## config.mk

```make
export PLATFORM = sky130hd
export DESIGN_NAME = vending_fsm_param_flat
export DESIGN_NICKNAME = d
export VERILOG_FILES = /design/src/rtl/vending_fsm_param_if.sv /design/src/rtl/vending_fsm_param.sv /design/src/flat_wrapper.sv
export SDC_FILE = /design/constraint.sdc
export NUM_CORES = 1
export LEC_CHECK = 0
export ABC_AREA = 1
export CAP_MARGIN = 20
export CORE_MARGIN = 2
export CORE_UTILIZATION = 45
export CTS_BUF_LIST = sky130_fd_sc_hd__clkbuf_8
export DETAILED_ROUTE_END_ITERATION = 8
export PLACE_DENSITY = 0.67
export SLEW_MARGIN = 10
export SYNTH_ARGS = -nofsm -noshare
export SYNTH_HDL_FRONTEND = slang
export SYNTH_SLANG_ARGS = --single-unit
```

## constraint.sdc

```tcl
create_clock -name clock -period 4 [get_ports clock]
set_input_delay 0.6 -clock clock [delete_from_list [all_inputs] [get_ports clock]]
set_output_delay 0.6 -clock clock [all_outputs]
set_load 0.05 [all_outputs]
```

## src/rtl/vending_fsm_param_if.sv

```systemverilog
// vending_fsm_param_if
// Purpose: bundles the coin-acceptor pulses and the brewer/refund outputs
//          of the parametrised coffee vending controller into one bus.
// Signals:
//   bani50, bani100, cancel  one-cycle request pulses from the coin acceptor
//   cafea                    high while brewing
//   busy                     high while dispensing or refunding
//   credit                   current credit register, in bani
//   rest_valid, rest         one-cycle refund strobe and refund amount
//   coin_reject              one-cycle pulse, previous cycle's coin(s) refused
// Modports:
//   master  coin acceptor / supervisor side (drives the request pulses)
//   slave   controller side (drives the actuator outputs)
interface vending_fsm_param_if #(
  parameter int CREDIT_W = 9
);

  logic                bani50;
  logic                bani100;
  logic                cancel;
  logic                cafea;
  logic                busy;
  logic [CREDIT_W-1:0] credit;
  logic                rest_valid;
  logic [CREDIT_W-1:0] rest;
  logic                coin_reject;

  modport master (
    output bani50,
    output bani100,
    output cancel,
    input  cafea,
    input  busy,
    input  credit,
    input  rest_valid,
    input  rest,
    input  coin_reject
  );

  modport slave (
    input  bani50,
    input  bani100,
    input  cancel,
    output cafea,
    output busy,
    output credit,
    output rest_valid,
    output rest,
    output coin_reject
  );

endinterface

```

## src/rtl/vending_fsm_param.sv

```systemverilog
// vending_fsm_param
// Purpose: Moore-style coffee vending controller. Credit is held in a binary
//          counter; price, credit ceiling, brew duration and the handling of
//          excess credit (carry over or refund) are parameters.
// Ports:
//   clock   system clock, rising edge
//   reset   asynchronous, active-low reset (0 = reset); clears credit
//   bus     vending_fsm_param_if slave modport:
//             in : bani50, bani100, cancel
//             out: cafea, busy, credit, rest_valid, rest, coin_reject
// Parameters:
//   CREDIT_W         width of credit/rest, must hold MAX_CREDIT
//   PRICE            coffee price in bani, must be > 0
//   MAX_CREDIT       coins that would push credit above this are rejected
//   DISPENSE_CYCLES  cycles cafea stays high per coffee, must be >= 1
//   CARRY            1 = excess credit kept, 0 = excess refunded after brewing
module vending_fsm_param #(
  parameter int CREDIT_W        = 9,
  parameter int PRICE           = 200,
  parameter int MAX_CREDIT      = 300,
  parameter int DISPENSE_CYCLES = 3,
  parameter int CARRY           = 1
) (
  input logic                  clock,
  input logic                  reset,
  vending_fsm_param_if.slave   bus
);

  typedef enum logic [1:0] {
    IDLE     = 2'd0,
    COLLECT  = 2'd1,
    DISPENSE = 2'd2,
    REFUND   = 2'd3
  } state_t;

  localparam int CNT_W = (DISPENSE_CYCLES < 2) ? 1 : $clog2(DISPENSE_CYCLES + 1);

  // All credit arithmetic uses one extra bit so the ceiling check never wraps.
  localparam logic [CREDIT_W:0]  PRICE_X  = (CREDIT_W + 1)'(PRICE);
  localparam logic [CREDIT_W:0]  MAX_X    = (CREDIT_W + 1)'(MAX_CREDIT);
  localparam logic [CNT_W-1:0]   CNT_LOAD = CNT_W'(DISPENSE_CYCLES);
  localparam logic [CNT_W-1:0]   CNT_ONE  = CNT_W'(1);

  state_t              state;
  logic [CREDIT_W-1:0] credit_q;
  logic [CNT_W-1:0]    cnt;
  logic                cafea_q;
  logic                busy_q;
  logic                rest_valid_q;
  logic [CREDIT_W-1:0] rest_q;
  logic                coin_reject_q;

  logic                coin;
  logic [CREDIT_W:0]   coin_val;
  logic [CREDIT_W:0]   credit_x;
  logic [CREDIT_W:0]   sum;
  logic [CREDIT_W:0]   sum_minus_price;
  logic [CREDIT_W:0]   credit_minus_price;
  logic                over_max;
  logic                reach_price;
  logic                credit_ge_price;
  logic                credit_nz;

  // Both coins in the same cycle are accepted (or refused) as one 150 sum.
  always_comb begin
    coin_val = '0;
    case ({bus.bani100, bus.bani50})
      2'b01:   coin_val = (CREDIT_W + 1)'(50);
      2'b10:   coin_val = (CREDIT_W + 1)'(100);
      2'b11:   coin_val = (CREDIT_W + 1)'(150);
      default: coin_val = '0;
    endcase
  end

  assign coin               = bus.bani50 | bus.bani100;
  assign credit_x           = {1'b0, credit_q};
  assign sum                = credit_x + coin_val;
  assign sum_minus_price    = sum - PRICE_X;
  assign credit_minus_price = credit_x - PRICE_X;
  assign over_max           = sum > MAX_X;
  assign reach_price        = sum >= PRICE_X;
  assign credit_ge_price    = credit_x >= PRICE_X;
  assign credit_nz          = credit_q != '0;

  // Single-process FSM. The Moore outputs are registered alongside the state
  // they belong to, so each branch sets the outputs of the state it enters;
  // the defaults at the top cover IDLE/COLLECT (everything low).
  always_ff @(posedge clock or negedge reset) begin
    if (!reset) begin
      state         <= IDLE;
      credit_q      <= '0;
      cnt           <= '0;
      cafea_q       <= 1'b0;
      busy_q        <= 1'b0;
      rest_valid_q  <= 1'b0;
      rest_q        <= '0;
      coin_reject_q <= 1'b0;
    end else begin
      cafea_q       <= 1'b0;
      busy_q        <= 1'b0;
      rest_valid_q  <= 1'b0;
      rest_q        <= '0;
      coin_reject_q <= 1'b0;

      case (state)
        IDLE, COLLECT: begin
          if (bus.cancel && credit_nz) begin
            // Cancel wins over a coin arriving in the same cycle.
            state         <= REFUND;
            busy_q        <= 1'b1;
            rest_valid_q  <= 1'b1;
            rest_q        <= credit_q;
            coin_reject_q <= coin;
          end else if (coin && over_max) begin
            coin_reject_q <= 1'b1;
          end else if (coin && reach_price) begin
            credit_q <= sum_minus_price[CREDIT_W-1:0];
            cnt      <= CNT_LOAD;
            state    <= DISPENSE;
            cafea_q  <= 1'b1;
            busy_q   <= 1'b1;
          end else begin
            credit_q <= sum[CREDIT_W-1:0];
            state    <= (sum == '0) ? IDLE : COLLECT;
          end
        end

        DISPENSE: begin
          coin_reject_q <= coin;
          if (cnt > CNT_ONE) begin
            cnt     <= cnt - CNT_ONE;
            cafea_q <= 1'b1;
            busy_q  <= 1'b1;
          end else if (credit_ge_price) begin
            // Enough credit left for another cup: brew again without a gap.
            credit_q <= credit_minus_price[CREDIT_W-1:0];
            cnt      <= CNT_LOAD;
            cafea_q  <= 1'b1;
            busy_q   <= 1'b1;
          end else if ((CARRY == 0) && credit_nz) begin
            cnt          <= '0;
            state        <= REFUND;
            busy_q       <= 1'b1;
            rest_valid_q <= 1'b1;
            rest_q       <= credit_q;
          end else begin
            cnt   <= '0;
            state <= credit_nz ? COLLECT : IDLE;
          end
        end

        REFUND: begin
          coin_reject_q <= coin;
          credit_q      <= '0;
          state         <= IDLE;
        end

        default: begin
          state    <= IDLE;
          credit_q <= '0;
          cnt      <= '0;
        end
      endcase
    end
  end

  assign bus.cafea       = cafea_q;
  assign bus.busy        = busy_q;
  assign bus.credit      = credit_q;
  assign bus.rest_valid  = rest_valid_q;
  assign bus.rest        = rest_q;
  assign bus.coin_reject = coin_reject_q;

endmodule

```

## src/flat_wrapper.sv

```systemverilog
// flat-port wrapper written by rule: the top's interface ports become plain ports
module vending_fsm_param_flat 
#(
  parameter int CREDIT_W        = 9,
  parameter int PRICE           = 200,
  parameter int MAX_CREDIT      = 300,
  parameter int DISPENSE_CYCLES = 3,
  parameter int CARRY           = 1
)
  (clock, reset, bus_bani50, bus_bani100, bus_cancel, bus_cafea, bus_busy, bus_credit, bus_rest_valid, bus_rest, bus_coin_reject);
  vending_fsm_param_if #(.CREDIT_W(CREDIT_W)) bus_i ();
  input logic clock;
  input logic reset;
  input wire logic [$bits(bus_i.bani50)-1:0] bus_bani50;
  input wire logic [$bits(bus_i.bani100)-1:0] bus_bani100;
  input wire logic [$bits(bus_i.cancel)-1:0] bus_cancel;
  output wire logic [$bits(bus_i.cafea)-1:0] bus_cafea;
  output wire logic [$bits(bus_i.busy)-1:0] bus_busy;
  output wire logic [$bits(bus_i.credit)-1:0] bus_credit;
  output wire logic [$bits(bus_i.rest_valid)-1:0] bus_rest_valid;
  output wire logic [$bits(bus_i.rest)-1:0] bus_rest;
  output wire logic [$bits(bus_i.coin_reject)-1:0] bus_coin_reject;
  assign bus_i.bani50 = bus_bani50;
  assign bus_i.bani100 = bus_bani100;
  assign bus_i.cancel = bus_cancel;
  assign bus_cafea = bus_i.cafea;
  assign bus_busy = bus_i.busy;
  assign bus_credit = bus_i.credit;
  assign bus_rest_valid = bus_i.rest_valid;
  assign bus_rest = bus_i.rest;
  assign bus_coin_reject = bus_i.coin_reject;
  vending_fsm_param #(.CREDIT_W(CREDIT_W), .PRICE(PRICE), .MAX_CREDIT(MAX_CREDIT), .DISPENSE_CYCLES(DISPENSE_CYCLES), .CARRY(CARRY)) u_core (.clock(clock), .reset(reset), .bus(bus_i));
endmodule
```

==> flow_summary.yaml, run 1 <==
run_status:
  outcome: "finished, final reports clean"
clocking:
  cts_setup_buffers: 0
  cts_tree: "built"
  cts_htree_levels: 1
  cts.path.max_buffers: 2
  path_clk_slew_ns: 0.09
  cts_resized: 0
  clk-insertion-delay-late_ns: 0.27
  clock-sinks: 25
  cts-root-buf: "clkbuf_8"
  cts_buffers: 3
  holdBufCountCts: 0
sta:
  grt_setup_unrepaired: "no"
  hold_slack_ns: 0.500
  hold_viol: 0
  clock_skew_ns: 0.00572
  worst_slew_pin_slew_ns: 0.504
  period_needed_ns: 3.28
  min_period_over_period: 0.821
  maxSlewViolCount: 0
  fmax_mhz: 304
  slew_headroom: 0.663
  finalSetupViolCount: 0
  fin_setup_tns_ns: 0
synthesis:
  seq_area_frac_synth: 0.308
  synth-main-ff-cell: "dfrtp_1"
  ys_warn_count: 0
  synth_edf_count: 0
  synth_area_sq_um: 2030
  synth-seq-cells: 25
  syn_inst: 293
  avgSynthCellArea_sq_um: 6.93
  async_reset_ff_frac: 1.00
  ys_types: 32
min_path:
  min-delay-start: "u_core.state[0]$_DFFE_PN0P_"
  holdPathEnd: "u_core.state[0]$_DFFE_PN0P_"
  hold_class: "reg -> reg"
  holdPathStages: 2
global_routing:
  antenna_found_initial: 0
  grt_overflow_total: 0
  grt_first_pass_wirelength_mm: 7.38
  grt_max_degree: 19
  grt_pass1_vias: 1600
  grt_use_total: 0.182
worst_setup_path:
  crit_path_frequent_cell: "inv_1"
  critical_path.cell_chain: "clkdlybuf4s50_1 > inv_1 > ha_1 > nor2_1 > inv_1 > fa_1 > inv_1 > nand3_1 > nand3_1 > nand2_1 > a21oi_1 > nand2_2 > nand3_2 > nand3_2 > nor2_2 > a21oi_2"
  r2r_cells: 13
  regToRegSetupSlack_ns: 1.47
  slowest_delay_ns: 0.57
  crit_type: "in -> reg"
  r2r-end: "u_core.bus.credit[7]$_DFFE_PN0P_"
  critPathCaptureType: "flop"
  crit_buf_inv: 4
  r2r_start: "u_core.bus.credit[1]$_DFFE_PN0P_"
  cp_top_family: "simple AND/OR/NAND/NOR gates"
  cp.arrival_ns: 3.45
  startpoint_type: "input pin"
  slowest_stage: "clkdlybuf4s50_1"
  path_max_fanout: 12
  cp_data_required_time_ns: 4.17
routing:
  dr.first_iter.drc_count: 121
  post_drt_wl_per_cell_um: 11.9
  num_vias: 1847
  wl_met3_um: 174
  wl_met2_mm: 1.99
  drt_first_pass_iters: 4
  ant_nets: 0
  top_layer: "met4"
  routed_wl_mm: 4.41
  viasPerCell: 4.98
  drc: 0
  wl_met1_mm: 2.18
die:
  rows: 24
  die-area_sq_um: 5070
  fp.dieW_um: 71.2
  ios: 27
  die_height_um: 71.2
  start_util: 0.466
  core-area_sq_um: 4350
finish:
  n_antenna_cell: 0
  drive_gt1_frac: 0.132
  nNetsFinal: 339
  area_growth_pct: 17.4
  fin_util: 0.548
  n_fill_cell: 434
place:
  io_buffers: 25
  dp_hpwl_mm: 3.57
  gp_congestion: 0.847
flow_run:
  cap_viol_max_count: 0
[cell families (layout without fill, tap and decap cells)]
group,count (synthesis),in the layout,share of synthesized area
other,1,2,0.00185
buffers and inverters,52,77,0.106
adder cells (fa/ha/maj),14,14,0.0900
AO/OA/AOI/OAI,20,20,0.0690
AND/OR/NAND/NOR,181,181,0.425
flip-flops,25,25,0.308
[how the worst max path moves through the flow]
stage | from | to | slack [ns] | depth (start not counted)
finish | bus_bani50 | u_core.bus.credit[7]$_DFFE_PN0P_ | 0.72 | 16
global route | bus_bani50 | u_core.bus.credit[4]$_DFFE_PN0P_ | 0.34 | 19
CTS | bus_bani50 | u_core.bus.credit[7]$_DFFE_PN0P_ | 0.70 | 16
detailed placement | bus_bani50 | u_core.bus.credit[7]$_DFFE_PN0P_ | 0.41 | 16
global placement | bus_bani50 | u_core.bus.credit[7]$_DFFE_PN0P_ | 0.48 | 16
floorplan | bus_bani50 | u_core.bus.credit[8]$_DFFE_PN0P_ | 1.37 | 19
[worst min-delay path: cells and delay by family (launching register included)]
kind	cells	cell delay, ns
and+or+nand+nor	2	0.11
DFF	1	0.37
[routing by layer]
metal,vias up,GRT usage
li1,961,-
met1,839,0.261
met2,40,0.289
met3,7,0.0157
met4,0,0.0587
met5,-,0
[state kept, by name (all words and copies together), names as in the netlist]
register and flops:
u_core.bus.rest 9, u_core.bus.credit 8, u_core.cnt 2, u_core.state 2, u_core.bus.busy 1, u_core.bus.cafea 1, u_core.bus.coin_reject 1, u_core.bus.rest_valid 1
[final cells by class]
type                    instances  area, sq um  area share
clock buffers                   3         41.3      0.0173
inverters                      47          176      0.0740
flip-flops and latches         25          626       0.262
well taps                      52         65.1      0.0273
multi-input cells             217         1190       0.501
clock inverters                 1         5.00     0.00210
repair buffers                 26          278       0.116
[cell usage after synthesis, drive strengths merged, types with 2 or more instances]
library cell / number / area, sq um
inv: 46 / 173
o21bai: 2 / 15.0
dfrtp: 25 / 626
o21ai: 6 / 41.3
nand2: 105 / 442
nand4: 3 / 18.8
buf: 4 / 35.0
nand3: 37 / 230
nor2: 31 / 141
ha: 13 / 163
or2: 2 / 12.5
a21oi: 10 / 68.8
[stage by stage]
step           instance area, sq um  instances  worst slack (ns)
6_report                       2380        371             0.716
3_3_place_gp                   2310        366             0.476
5_1_grt                        2380        371             0.343
3_5_place_dp                   2340        367             0.411
4_1_cts                        2380        371             0.697
2_1_floorplan                  2030        294              1.37
[cell usage in the layout (no fill, tap or decap), types with 5 or more instances in the layout]
cell             instances
nor2_2                   7
dfrtp_1                 25
ha_1                    13
nand2_2                  7
clkdlybuf4s50_1         25
a21oi_2                  5
o21ai_0                  5
inv_1                   42
nor2_1                  23
a21oi_1                  5
nand2_1                 94
nand3_1                 31
Power of run 1 is not shown: default switching activity piles up to over one toggle a cycle in this logic, so the estimate is an artifact.
==> run 2: changes to the inputs <==
==> constraint.sdc (replaced) <==
create_clock -name clock -period 3.2 [get_ports clock]
set_input_delay 0.48 -clock clock [delete_from_list [all_inputs] [get_ports clock]]
set_output_delay 0.48 -clock clock [all_outputs]
set_load 0.05 [all_outputs]
==> flow_summary.yaml, run 2 (synthesis results as in run 1) <==
run_status:
  outcome: "finished, final reports clean"
clocking:
  cts-root-buf: "clkbuf_8"
  holdBufCountCts: 0
  path_clk_slew_ns: 0.09
  cts_htree_levels: 1
  clk-insertion-delay-late_ns: 0.27
  cts.path.max_buffers: 2
  cts_tree: "built"
  cts_buffers: 3
  clock-sinks: 25
die:
  fp.dieW_um: 71.2
  core-area_sq_um: 4350
  die_height_um: 71.2
  ios: 27
  start_util: 0.466
  rows: 24
  die-area_sq_um: 5070
worst_setup_path:
  path_max_fanout: 12
  startpoint_type: "input pin"
  cp_data_required_time_ns: 3.36
  critPathCaptureType: "flop"
  crit_type: "in -> reg"
  cp.arrival_ns: 3.12
sta:
  min_period_over_period: 0.924
  finalSetupViolCount: 0
  fmax_mhz: 338
  grt_setup_unrepaired: "no"
  hold_viol: 0
  fin_setup_tns_ns: 0
  period_needed_ns: 2.96
  clock_skew_ns: 0.00269
  maxSlewViolCount: 0
routing:
  num_vias: 1882
  routed_wl_mm: 4.40
  drc: 0
  ant_nets: 0
  viasPerCell: 4.86
  post_drt_wl_per_cell_um: 11.4
  dr.first_iter.drc_count: 166
  drt_first_pass_iters: 5
finish:
  final_common_cell: "nand2_1"
  layout_common_cells: "nand2_1, inv_1, nand3_1"
  n_antenna_cell: 0
  finalNonFillerCells: 387
  drive_gt1_frac: 0.176
  largest_reg_flops: 9
  area_growth_pct: 23.7
  nNetsFinal: 355
global_routing:
  grt_overflow_total: 0
  antenna_found_initial: 0
  grt_first_pass_wirelength_mm: 7.64
  grt_pass1_vias: 1717
  grt_max_degree: 26
  grt_use_total: 0.186
place:
  io_buffers: 25
  dp_hpwl_mm: 3.59
  dp.cells: 383
  gp_congestion: 0.875
flow_run:
  cap_viol_max_count: 0
min_path:
  hold_class: "reg -> reg"
==> run 2: routing by layer <==
metal | wire length [um] | global-route usage | vias up
met5 | 0 | 0 | -
met4 | 52 | 0.0503 | 0
met3 | 173 | 0.0142 | 5
met2 | 2070 | 0.322 | 37
met1 | 2100 | 0.251 | 847
li1 | - | - | 993
==> run 2: final timing paths <==
path                       slack [ns]                        startpoint                          endpoint  cells past startpoint
max reg2reg                      0.84  u_core.bus.credit[1]$_DFFE_PN0P_  u_core.bus.credit[5]$_DFFE_PN0P_                     14
max in group asynchronous        2.38                             reset  u_core.bus.credit[5]$_DFFE_PN0P_                      2
min in group asynchronous        0.58                             reset      u_core.bus.rest[4]$_DFF_PN0_                      2
min                              0.50         u_core.cnt[0]$_DFFE_PN0P_         u_core.cnt[0]$_DFFE_PN0P_                      2
max                              0.24                       bus_bani100  u_core.bus.credit[5]$_DFFE_PN0P_                     17
min reg2reg                      0.50         u_core.cnt[0]$_DFFE_PN0P_         u_core.cnt[0]$_DFFE_PN0P_                      2
==> run 2: area by class of cell <==
type	count	area [sq um]
timing repair buffer	42	403
fill	414	1840
sequential	25	626
clock buffer	3	41.3
clock inverter	1	3.75
tap	52	65.1
inverter	47	176
multi-input combinational	217	1200
==> run 2: critical path, cell delays in order <==
cell	delay [ns]
clkdlybuf4s50_1	0.53
inv_1	0.08
ha_1	0.19
nor2_1	0.13
inv_1	0.07
fa_1	0.41
inv_1	0.11
nand3_1	0.13
nand3_1	0.11
nand2_1	0.08
a21oi_1	0.20
nand2_2	0.08
nand3_2	0.10
nand3_2	0.09
buf_12	0.18
nor2_2	0.09
a21oi_2	0.06
==> run 2: what timing repair did <==
item	in CTS	in global routing
resized for setup	0	3
setup endpoints to repair	0	6
setup buffers	0	0
==> run 2: stage by stage <==
| step | area, sq um | worst slack, ns | hold WS [ns] | util |
|---|---|---|---|---|
| 2_1_floorplan | 2030 | 0.672 | 0.184 | - |
| 3_3_place_gp | 2460 | -0.0485 | 0.480 | 0.566 |
| 3_5_place_dp | 2460 | -0.114 | 0.476 | 0.566 |
| 4_1_cts | 2510 | 0.162 | 0.502 | 0.576 |
| 5_1_grt | 2510 | 0.00259 | 0.535 | 0.577 |
| 6_report | 2510 | 0.242 | 0.503 | 0.577 |
Power of run 2 is left out for the same reason.
